[src/rtl/alu_pkg.sv]
// -----------------------------------------------------------------------------
// alu_pkg
//
// Shared definitions for the ALU request arbiter and the control wrapper that
// sits above it:
//   * operand / result / counter widths
//   * opcode constants
//   * datapath control word (struct + per-opcode constants) and decoder
//   * FSM state encoding
// -----------------------------------------------------------------------------
package alu_pkg;

    localparam int DATA_W = 6;    // operand width
    localparam int RES_W  = 12;   // datapath result width ({outm, out})
    localparam int OP_W   = 3;    // opcode width
    localparam int CNT_W  = 3;    // latency counter width (latencies 1..7)

    // Opcodes
    localparam logic [OP_W-1:0] OP_ADD     = 3'b000;
    localparam logic [OP_W-1:0] OP_SUB     = 3'b001;
    localparam logic [OP_W-1:0] OP_AND     = 3'b010;
    localparam logic [OP_W-1:0] OP_OR      = 3'b011;
    localparam logic [OP_W-1:0] OP_XOR     = 3'b100;
    localparam logic [OP_W-1:0] OP_CMP     = 3'b101;
    localparam logic [OP_W-1:0] OP_MUL     = 3'b110;
    localparam logic [OP_W-1:0] OP_ILLEGAL = 3'b111;

    // Control word presented to the datapath. Field order matches the
    // packed concatenation {alu_sel, alu_mul, alu_mc, alu_mux}.
    typedef struct packed {
        logic       sel;   // 1 = ALU output path, 0 = multiplier/comparator
        logic       mul;   // multiply/compare select
        logic [1:0] mc;    // logic/arithmetic mode
        logic [3:0] mux;   // function select
    } ctrl_t;

    localparam ctrl_t CTRL_ADD  = '{sel: 1'b1, mul: 1'b0, mc: 2'b00, mux: 4'b0000};
    localparam ctrl_t CTRL_SUB  = '{sel: 1'b1, mul: 1'b0, mc: 2'b00, mux: 4'b0001};
    localparam ctrl_t CTRL_AND  = '{sel: 1'b1, mul: 1'b0, mc: 2'b01, mux: 4'b0000};
    localparam ctrl_t CTRL_OR   = '{sel: 1'b1, mul: 1'b0, mc: 2'b01, mux: 4'b0001};
    localparam ctrl_t CTRL_XOR  = '{sel: 1'b1, mul: 1'b0, mc: 2'b01, mux: 4'b0010};
    localparam ctrl_t CTRL_CMP  = '{sel: 1'b0, mul: 1'b1, mc: 2'b00, mux: 4'b0000};
    localparam ctrl_t CTRL_MUL  = '{sel: 1'b0, mul: 1'b0, mc: 2'b00, mux: 4'b0000};
    localparam ctrl_t CTRL_NONE = '{sel: 1'b0, mul: 1'b0, mc: 2'b00, mux: 4'b0000};

    // Arbiter FSM states
    typedef enum logic [1:0] {
        ST_IDLE = 2'd0,
        ST_EXEC = 2'd1,
        ST_RESP = 2'd2
    } state_e;

    function automatic logic op_is_legal(input logic [OP_W-1:0] op);
        return (op != OP_ILLEGAL);
    endfunction

    // Illegal opcodes map to CTRL_NONE; callers never load it into the
    // datapath registers, so the value only matters for completeness.
    function automatic ctrl_t op_to_ctrl(input logic [OP_W-1:0] op);
        ctrl_t c;
        c = CTRL_NONE;
        case (op)
            OP_ADD:  c = CTRL_ADD;
            OP_SUB:  c = CTRL_SUB;
            OP_AND:  c = CTRL_AND;
            OP_OR:   c = CTRL_OR;
            OP_XOR:  c = CTRL_XOR;
            OP_CMP:  c = CTRL_CMP;
            OP_MUL:  c = CTRL_MUL;
            default: c = CTRL_NONE;
        endcase
        return c;
    endfunction

endpackage

[src/rtl/alu_arbiter_rr_arb2.sv]
// -----------------------------------------------------------------------------
// rr_arb2
//
// Two-requester round-robin grant. The grant is combinational from req; the
// pointer remembers which requester won last and advances only when the
// owner accepts the grant (accept high with a non-zero grant).
//
// Ports:
//   clk     in   clock
//   rst_n   in   asynchronous active-low reset (requester 0 wins first tie)
//   req     in   [1:0] request bits
//   accept  in   grant is being taken this cycle; advance the pointer
//   grant   out  [1:0] one-hot grant (or zero when no request)
// -----------------------------------------------------------------------------
module rr_arb2 (
    input  logic       clk,
    input  logic       rst_n,
    input  logic [1:0] req,
    input  logic       accept,
    output logic [1:0] grant
);

    // Index of the requester granted most recently. Resetting it to 1 makes
    // requester 0 the preferred one on the first tie.
    logic last_reg;

    always_comb begin
        grant = 2'b00;
        case (req)
            2'b01:   grant = 2'b01;
            2'b10:   grant = 2'b10;
            2'b11:   grant = last_reg ? 2'b01 : 2'b10;
            default: grant = 2'b00;
        endcase
    end

    always_ff @(posedge clk or negedge rst_n) begin
        if (!rst_n) begin
            last_reg <= 1'b1;
        end else if (accept && (grant != 2'b00)) begin
            last_reg <= grant[1];
        end
    end

endmodule

[src/rtl/alu_arbiter.sv]
// -----------------------------------------------------------------------------
// alu_arbiter
//
// Shares one external ALU/multiplier/comparator datapath between two
// requesters. In IDLE a round-robin grant picks one requester; its opcode and
// operands are latched and driven to the datapath for a fixed number of
// cycles (MUL_LAT for MUL, ALU_LAT otherwise), after which dp_result is
// captured and offered as a response until the consumer accepts it.
// Illegal opcodes skip the datapath and respond with rsp_err=1, rsp_data=0.
//
// Parameters:
//   MUL_LAT  cycles the multiplier path is held before capture (1..7)
//   ALU_LAT  cycles the ALU/comparator paths are held before capture (1..7)
//
// Ports:
//   clk, rst_n               clock, asynchronous active-low reset
//   req_valid / req_ready    [1:0] per-requester handshake
//   req{0,1}_op/_a/_b        per-requester opcode and operands
//   alu_a, alu_b             operands to the datapath (registered)
//   alu_mc, alu_mux,
//   alu_mul, alu_sel         control word to the datapath (registered)
//   dp_result                datapath result {outm[11:7], out[6:0]}
//   rsp_valid / rsp_ready    response handshake
//   rsp_id, rsp_err,
//   rsp_data                 owner, illegal-op flag, captured result
//   busy                     high whenever the FSM is not in IDLE
// -----------------------------------------------------------------------------
module alu_arbiter
    import alu_pkg::*;
#(
    parameter int MUL_LAT = 3,
    parameter int ALU_LAT = 1
) (
    input  logic              clk,
    input  logic              rst_n,
    input  logic [1:0]        req_valid,
    output logic [1:0]        req_ready,
    input  logic [OP_W-1:0]   req0_op,
    input  logic [DATA_W-1:0] req0_a,
    input  logic [DATA_W-1:0] req0_b,
    input  logic [OP_W-1:0]   req1_op,
    input  logic [DATA_W-1:0] req1_a,
    input  logic [DATA_W-1:0] req1_b,
    output logic [DATA_W-1:0] alu_a,
    output logic [DATA_W-1:0] alu_b,
    output logic [1:0]        alu_mc,
    output logic [3:0]        alu_mux,
    output logic              alu_mul,
    output logic              alu_sel,
    input  logic [RES_W-1:0]  dp_result,
    output logic              rsp_valid,
    input  logic              rsp_ready,
    output logic              rsp_id,
    output logic              rsp_err,
    output logic [RES_W-1:0]  rsp_data,
    output logic              busy
);

    // ------------------------------------------------------------------
    // State
    // ------------------------------------------------------------------
    state_e            state_reg, state_next;
    logic [CNT_W-1:0]  cnt_reg, cnt_next;
    logic [DATA_W-1:0] alu_a_reg, alu_b_reg;
    ctrl_t             ctrl_reg;
    logic              owner_reg;
    logic              rsp_id_reg;
    logic              rsp_err_reg;
    logic [RES_W-1:0]  rsp_data_reg;

    // ------------------------------------------------------------------
    // Request selection
    // ------------------------------------------------------------------
    logic [OP_W-1:0]   req_op_arr [2];
    logic [DATA_W-1:0] req_a_arr  [2];
    logic [DATA_W-1:0] req_b_arr  [2];

    assign req_op_arr[0] = req0_op;
    assign req_op_arr[1] = req1_op;
    assign req_a_arr[0]  = req0_a;
    assign req_a_arr[1]  = req1_a;
    assign req_b_arr[0]  = req0_b;
    assign req_b_arr[1]  = req1_b;

    logic       grant_en;    // arbiter may grant this cycle
    logic [1:0] grant;
    logic       grant_fire;  // a request is transferred this cycle
    logic       grant_id;

    // Gating with rst_n keeps req_ready low while reset is held, even though
    // the state register already reads IDLE.
    assign grant_en = (state_reg == ST_IDLE) && rst_n;

    rr_arb2 u_rr_arb2 (
        .clk    (clk),
        .rst_n  (rst_n),
        .req    (req_valid),
        .accept (grant_en),
        .grant  (grant)
    );

    assign grant_fire = grant_en && (grant != 2'b00);
    assign grant_id   = grant[1];

    genvar gi;
    generate
        for (gi = 0; gi < 2; gi++) begin : g_ready
            assign req_ready[gi] = grant_en & grant[gi];
        end
    endgenerate

    logic [OP_W-1:0]   sel_op;
    logic [DATA_W-1:0] sel_a, sel_b;
    ctrl_t             sel_ctrl;
    logic              sel_legal;
    logic [CNT_W-1:0]  sel_lat;

    assign sel_op    = req_op_arr[grant_id];
    assign sel_a     = req_a_arr[grant_id];
    assign sel_b     = req_b_arr[grant_id];
    assign sel_ctrl  = op_to_ctrl(sel_op);
    assign sel_legal = op_is_legal(sel_op);
    assign sel_lat   = (sel_op == OP_MUL) ? CNT_W'(MUL_LAT) : CNT_W'(ALU_LAT);

    // ------------------------------------------------------------------
    // FSM next-state
    // ------------------------------------------------------------------
    logic load_op;       // latch operands/control into the datapath regs
    logic capture;       // latch dp_result as the response
    logic take_illegal;  // respond immediately with an error

    always_comb begin
        state_next   = state_reg;
        cnt_next     = cnt_reg;
        load_op      = 1'b0;
        capture      = 1'b0;
        take_illegal = 1'b0;

        case (state_reg)
            ST_IDLE: begin
                if (grant_fire) begin
                    if (sel_legal) begin
                        load_op    = 1'b1;
                        cnt_next   = sel_lat;
                        state_next = ST_EXEC;
                    end else begin
                        take_illegal = 1'b1;
                        state_next   = ST_RESP;
                    end
                end
            end

            ST_EXEC: begin
                // The counter holds the number of EXEC cycles left including
                // this one; the last one (value 1) is the capture cycle. A
                // zero value cannot occur normally but is treated the same so
                // the FSM can never stall here.
                if (cnt_reg <= CNT_W'(1)) begin
                    capture    = 1'b1;
                    cnt_next   = '0;
                    state_next = ST_RESP;
                end else begin
                    cnt_next = cnt_reg - CNT_W'(1);
                end
            end

            ST_RESP: begin
                if (rsp_ready) begin
                    state_next = ST_IDLE;
                end
            end

            default: begin
                state_next = ST_IDLE;
                cnt_next   = '0;
            end
        endcase
    end

    // ------------------------------------------------------------------
    // Registers
    // ------------------------------------------------------------------
    always_ff @(posedge clk or negedge rst_n) begin
        if (!rst_n) begin
            state_reg    <= ST_IDLE;
            cnt_reg      <= '0;
            alu_a_reg    <= '0;
            alu_b_reg    <= '0;
            ctrl_reg     <= CTRL_NONE;
            owner_reg    <= 1'b0;
            rsp_id_reg   <= 1'b0;
            rsp_err_reg  <= 1'b0;
            rsp_data_reg <= '0;
        end else begin
            state_reg <= state_next;
            cnt_reg   <= cnt_next;

            // Datapath inputs only change on a legal grant, so they stay on
            // the last operation through EXEC, RESP and IDLE.
            if (load_op) begin
                alu_a_reg <= sel_a;
                alu_b_reg <= sel_b;
                ctrl_reg  <= sel_ctrl;
                owner_reg <= grant_id;
            end

            if (capture) begin
                rsp_data_reg <= dp_result;
                rsp_err_reg  <= 1'b0;
                rsp_id_reg   <= owner_reg;
            end else if (take_illegal) begin
                rsp_data_reg <= '0;
                rsp_err_reg  <= 1'b1;
                rsp_id_reg   <= grant_id;
            end
        end
    end

    // ------------------------------------------------------------------
    // Outputs
    // ------------------------------------------------------------------
    assign alu_a     = alu_a_reg;
    assign alu_b     = alu_b_reg;
    assign alu_sel   = ctrl_reg.sel;
    assign alu_mul   = ctrl_reg.mul;
    assign alu_mc    = ctrl_reg.mc;
    assign alu_mux   = ctrl_reg.mux;
    assign rsp_valid = (state_reg == ST_RESP);
    assign rsp_id    = rsp_id_reg;
    assign rsp_err   = rsp_err_reg;
    assign rsp_data  = rsp_data_reg;
    assign busy      = (state_reg != ST_IDLE);

endmodule

[config.mk]
export PLATFORM = sky130hd
export DESIGN_NAME = alu_arbiter
export DESIGN_NICKNAME = d
export VERILOG_FILES = /design/src/rtl/alu_pkg.sv /design/src/rtl/alu_arbiter_rr_arb2.sv /design/src/rtl/alu_arbiter.sv
export SDC_FILE = /design/constraint.sdc
export NUM_CORES = 1
export LEC_CHECK = 0
export CAP_MARGIN = 20
export CORE_ASPECT_RATIO = 1.25
export CORE_MARGIN = 2
export CORE_UTILIZATION = 42
export DETAILED_ROUTE_END_ITERATION = 10
export HOLD_SLACK_MARGIN = 0.03
export PLACE_DENSITY = 0.88
export SYNTH_ARGS = -nofsm -noshare
export SYNTH_HDL_FRONTEND = slang
export SYNTH_SLANG_ARGS = --single-unit
[constraint.sdc]
create_clock -name clk -period 2.3 [get_ports clk]
set_input_delay 0.46 -clock clk [delete_from_list [all_inputs] [get_ports clk]]
set_output_delay 0.46 -clock clk [all_outputs]
set_load 0.05 [all_outputs]
==> results.rst <==
.. list-table::
   :header-rows: 1

   * - Metric
     - Value
   * - RD Place Congestion
     - 0.860
   * - Via count of the first global-routing pass
     - 1633
   * - Data arrival at the endpoint of the critical path
     - 1.74 ns
   * - Net switching share of the total power
     - 43.8%
   * - Slowest cell on the critical path
     - sky130_fd_sc_hd__clkdlybuf4s50_1
   * - Dpl hpwl
     - 3560 µm
   * - Number of synthesized register bits
     - 38
   * - Synth Area in Compound Gates
     - 15.4%
   * - Total global routing track utilization
     - 19.9%
   * - Hold Worst Slack
     - 0.251 ns
   * - Cell family with most CP delay
     - buffers and inverters
   * - Setup repair after global routing missed its margin
     - no
   * - Overall power of the completed layout
     - 4.48 mW
   * - Multiplexer fraction of the synthesized cell area
     - 22.6%
   * - Switching power of the nets
     - 1.96 mW
   * - Total congestion overflow after global routing
     - 0
   * - Effective utilization at floorplan
     - 43.6%
   * - Post-CTS Setup Repair Bufs
     - 0
   * - Number of antenna violations at the first check in global routing
     - 0
   * - Crit path buffers/inverters
     - 2
   * - Number of instances resized during post-cts repair
     - 0
   * - DR WL/cell
     - 15.5 µm
   * - Worst setup path class
     - register to output port
   * - Leakage dissipation
     - 1.32 nW
   * - R2R Path Start
     - state_reg[0]
   * - Maximum fanout along the worst path
     - 6
   * - Setup-violating endpoint count in the final report
     - 0
   * - Pin count of the biggest net entering global routing
     - 39
   * - Areal power density over the cells
     - 1480 nW/µm²
   * - Post-synth cell types
     - 35
   * - Yosys warning total
     - 0
   * - Hold/Removal Path Class
     - input port to async pin
   * - Sort of element at the end of the critical path
     - output port
   * - Clk pin slew, worst setup/hold paths
     - 0.07 ns
   * - Maximum clock frequency
     - 454 MHz
   * - Worst IR drop on VDD
     - 0.721 mV
   * - Slew Limit Fails
     - 0
   * - Cells along the critical path
     - nand2b_1 -> inv_1 -> clkdlybuf4s50_1
   * - Number of CTS-inserted buffers
     - 5
   * - Internal Pwr Total
     - 2.52 mW
   * - Worst-Skew Late Latency
     - 0.28 ns
   * - Post-layout min period
     - 2.20 ns
   * - TritonCTS clock tree
     - done
   * - Clk buf depth
     - 2
   * - Global-route wire length before repair
     - 7860 µm
   * - Proportion of synthesized chip area in sequential cells
     - 49.4%
   * - Ant diodes
     - 0
   * - Height of the die
     - 79.8 µm
   * - NumNets Final
     - 293
   * - Routed via count divided by cell count
     - 5.20
   * - Area Overhead vs Synth
     - 56.7%
   * - Summed instance area of the synthesized netlist
     - 1930 µm²
   * - Floorplan row count
     - 27
   * - Synthesized-area fraction occupied by adder cells
     - 1.30%
   * - Total length of routed wires
     - 4690 µm
   * - Cells after synthesis
     - 149
   * - Flop pwr share
     - 26.5%
   * - Final worst-path cycle share
     - 95.8%
   * - Count of pins on the block boundary
     - 85
   * - X dimension of the die
     - 64.6 µm
   * - Flip-flop count of the largest register, all copies and words added
     - 12
   * - Number of non-filler instances in the completed layout
     - 303
   * - Average footprint of a synthesized cell
     - 12.9 µm²
   * - Final Hold Viols
     - 0
   * - Setup tns final
     - 0 ns
   * - Worst Reg-to-Reg Cells
     - 6
   * - Placeable core region
     - 4430 µm²
   * - Run status
     - finished clean
   * - Slack of the worst reg-to-reg path
     - 0.46 ns
   * - Drt pass-1 iters
     - 4
   * - Post-synthesis xor/xnor area fraction
     - 0%
   * - H-tree lvl count
     - 2
   * - Number of I/O port buffers
     - 81
   * - Slew at the pin closest to its max-slew limit
     - 0.531 ns
   * - Combinational Power Share
     - 58.1%
   * - Worst setup SP type
     - register
   * - Cell count after placement
     - 295
   * - Crit Reg-Reg Endpoint
     - alu_b[1]
   * - WP data required
     - 1.84 ns
   * - Total of max-cap violations
     - 0
   * - Combinational family with the most area after synthesis
     - multiplexers
   * - Post-cts hold buffer count
     - 0
   * - Slew headroom
     - 64.5%
   * - Simple-gate share of the synthesized area
     - 6.87%
   * - Clk root buf
     - sky130_fd_sc_hd__clkbuf_8
   * - Clock share of power
     - 15.3%
   * - Final core area utilization
     - 68.3%
   * - Detailed-route via count
     - 1575
   * - CTS sink count
     - 38
   * - Layout cell share with drive strength beyond 1
     - 24.9%
   * - Floorplan die area
     - 5160 µm²
   * - Number of DRC markers after the initial detailed-route iteration
     - 67
   * - Count of antenna-violating nets left after detailed routing
     - 0
   * - Post-route DRC
     - 0
   * - Fin Clk Skew
     - 0.00518 ns
   * - Peak per-stage delay on the critical path
     - 0.78 ns
## cells in the mapped netlist
master	n	area (µm²)
sky130_fd_sc_hd__o211ai_1	1	7.51
sky130_fd_sc_hd__o21a_1	2	15.0
sky130_fd_sc_hd__a21oi_2	1	8.76
sky130_fd_sc_hd__mux2i_4	1	22.5
sky130_fd_sc_hd__o2bb2ai_1	2	17.5
sky130_fd_sc_hd__mux2_2	18	203
sky130_fd_sc_hd__dfrtp_1	37	926
sky130_fd_sc_hd__buf_12	1	20.0
sky130_fd_sc_hd__conb_1	1	3.75
sky130_fd_sc_hd__nor2_1	3	11.3
sky130_fd_sc_hd__dfstp_2	1	26.3
sky130_fd_sc_hd__buf_2	3	15.0
sky130_fd_sc_hd__a22o_1	15	131
sky130_fd_sc_hd__nor2_4	1	11.3
sky130_fd_sc_hd__nand3_1	4	20.0
sky130_fd_sc_hd__nor3b_2	1	12.5
sky130_fd_sc_hd__o21ai_0	4	20.0
sky130_fd_sc_hd__and3_1	1	6.26
sky130_fd_sc_hd__a21boi_4	1	18.8
sky130_fd_sc_hd__buf_4	5	37.5
sky130_fd_sc_hd__o21ai_1	1	5.00
sky130_fd_sc_hd__mux2_4	10	150
sky130_fd_sc_hd__nand2b_1	4	25.0
sky130_fd_sc_hd__a21o_1	2	15.0
sky130_fd_sc_hd__o22ai_1	2	12.5
sky130_fd_sc_hd__nand2_1	3	11.3
sky130_fd_sc_hd__a21oi_1	7	35.0
sky130_fd_sc_hd__inv_1	3	11.3
sky130_fd_sc_hd__mux2i_1	6	60.1
sky130_fd_sc_hd__o21ba_2	1	10.0
sky130_fd_sc_hd__ha_1	2	25.0
sky130_fd_sc_hd__nor2b_1	1	6.26
sky130_fd_sc_hd__nand3b_1	2	15.0
sky130_fd_sc_hd__or2_2	1	6.26
sky130_fd_sc_hd__nor3b_1	1	7.51
## layout make-up
class / count / area, µm²
fill: 313 / 1400
sequential: 38 / 952
timing repair buffer: 95 / 943
multi-input combinational: 101 / 901
clock buffer: 6 / 82.6
tap: 58 / 72.6
clock inverter: 2 / 60.1
inverter: 3 / 11.3
## logic make-up (layout without fill, tap and decap cells)
family,after synthesis,count (layout)
muxes,35,35
and+or+nand+nor,22,22
buffers and inverters,12,106
adders and majority gates,2,2
DFF,38,38
AOI/OAI and AO/OA,39,39
other,1,3
## power by group through the flow
stage,combinational [mW],sequential (mW),clock (mW)
2_1_floorplan,0.874,2.05,0
3_3_place_gp,2.56,1.20,0
3_5_place_dp,2.61,1.19,0
4_1_cts,2.62,1.19,0.705
5_1_grt,2.74,1.23,0.729
6_report,2.60,1.19,0.686
## how the worst max path moves through the flow
stage               cells past startpoint    startpoint           end
floorplan                               3         rst_n  req_ready[1]
finish                                  3  state_reg[0]     rsp_valid
global placement                        5  req_valid[1]    cnt_reg[1]
detailed placement                      5  req_valid[1]    cnt_reg[1]
global route                            4  state_reg[0]  req_ready[1]
CTS                                     3  state_reg[0]     rsp_valid
## routing by layer
metal / part of all wire [%] / vias to the layer above / GRT usage [%]
li1: - / 727 / -
met1: 39 / 792 / 24.6
met2: 55 / 49 / 34.8
met3: 4.8 / 7 / 4.09
met4: 1.1 / 0 / 6.17
met5: 0 / - / 0
## cell usage in the layout (no fill, tap or decap), drive strengths merged
cell / netlist / routed
a21boi: 1 / 1
a21o: 2 / 2
a21oi: 8 / 8
a22o: 15 / 15
and3: 1 / 1
buf: 9 / 17
bufinv: 0 / 2
clkbuf: 0 / 6
clkdlybuf4s50: 0 / 78
conb: 1 / 3
dfrtp: 37 / 37
dfstp: 1 / 1
ha: 2 / 2
inv: 3 / 3
mux2: 28 / 28
mux2i: 7 / 7
nand2: 3 / 3
nand2b: 4 / 4
nand3: 4 / 4
nand3b: 2 / 2
nor2: 4 / 4
nor2b: 1 / 1
nor3b: 2 / 2
o211ai: 1 / 1
o21a: 2 / 2
o21ai: 5 / 5
o21ba: 1 / 1
o22ai: 2 / 2
o2bb2ai: 2 / 2
or2: 1 / 1
## through the flow
stage,cell area (µm²),setup WS (ns)
2_1_floorplan,1940,0.0408
3_3_place_gp,2880,0.0733
3_5_place_dp,2880,0.0311
4_1_cts,3020,0.0714
5_1_grt,3020,0.0131
6_report,3020,0.0964
No activity file was read; power rests on OpenSTA's default activity.
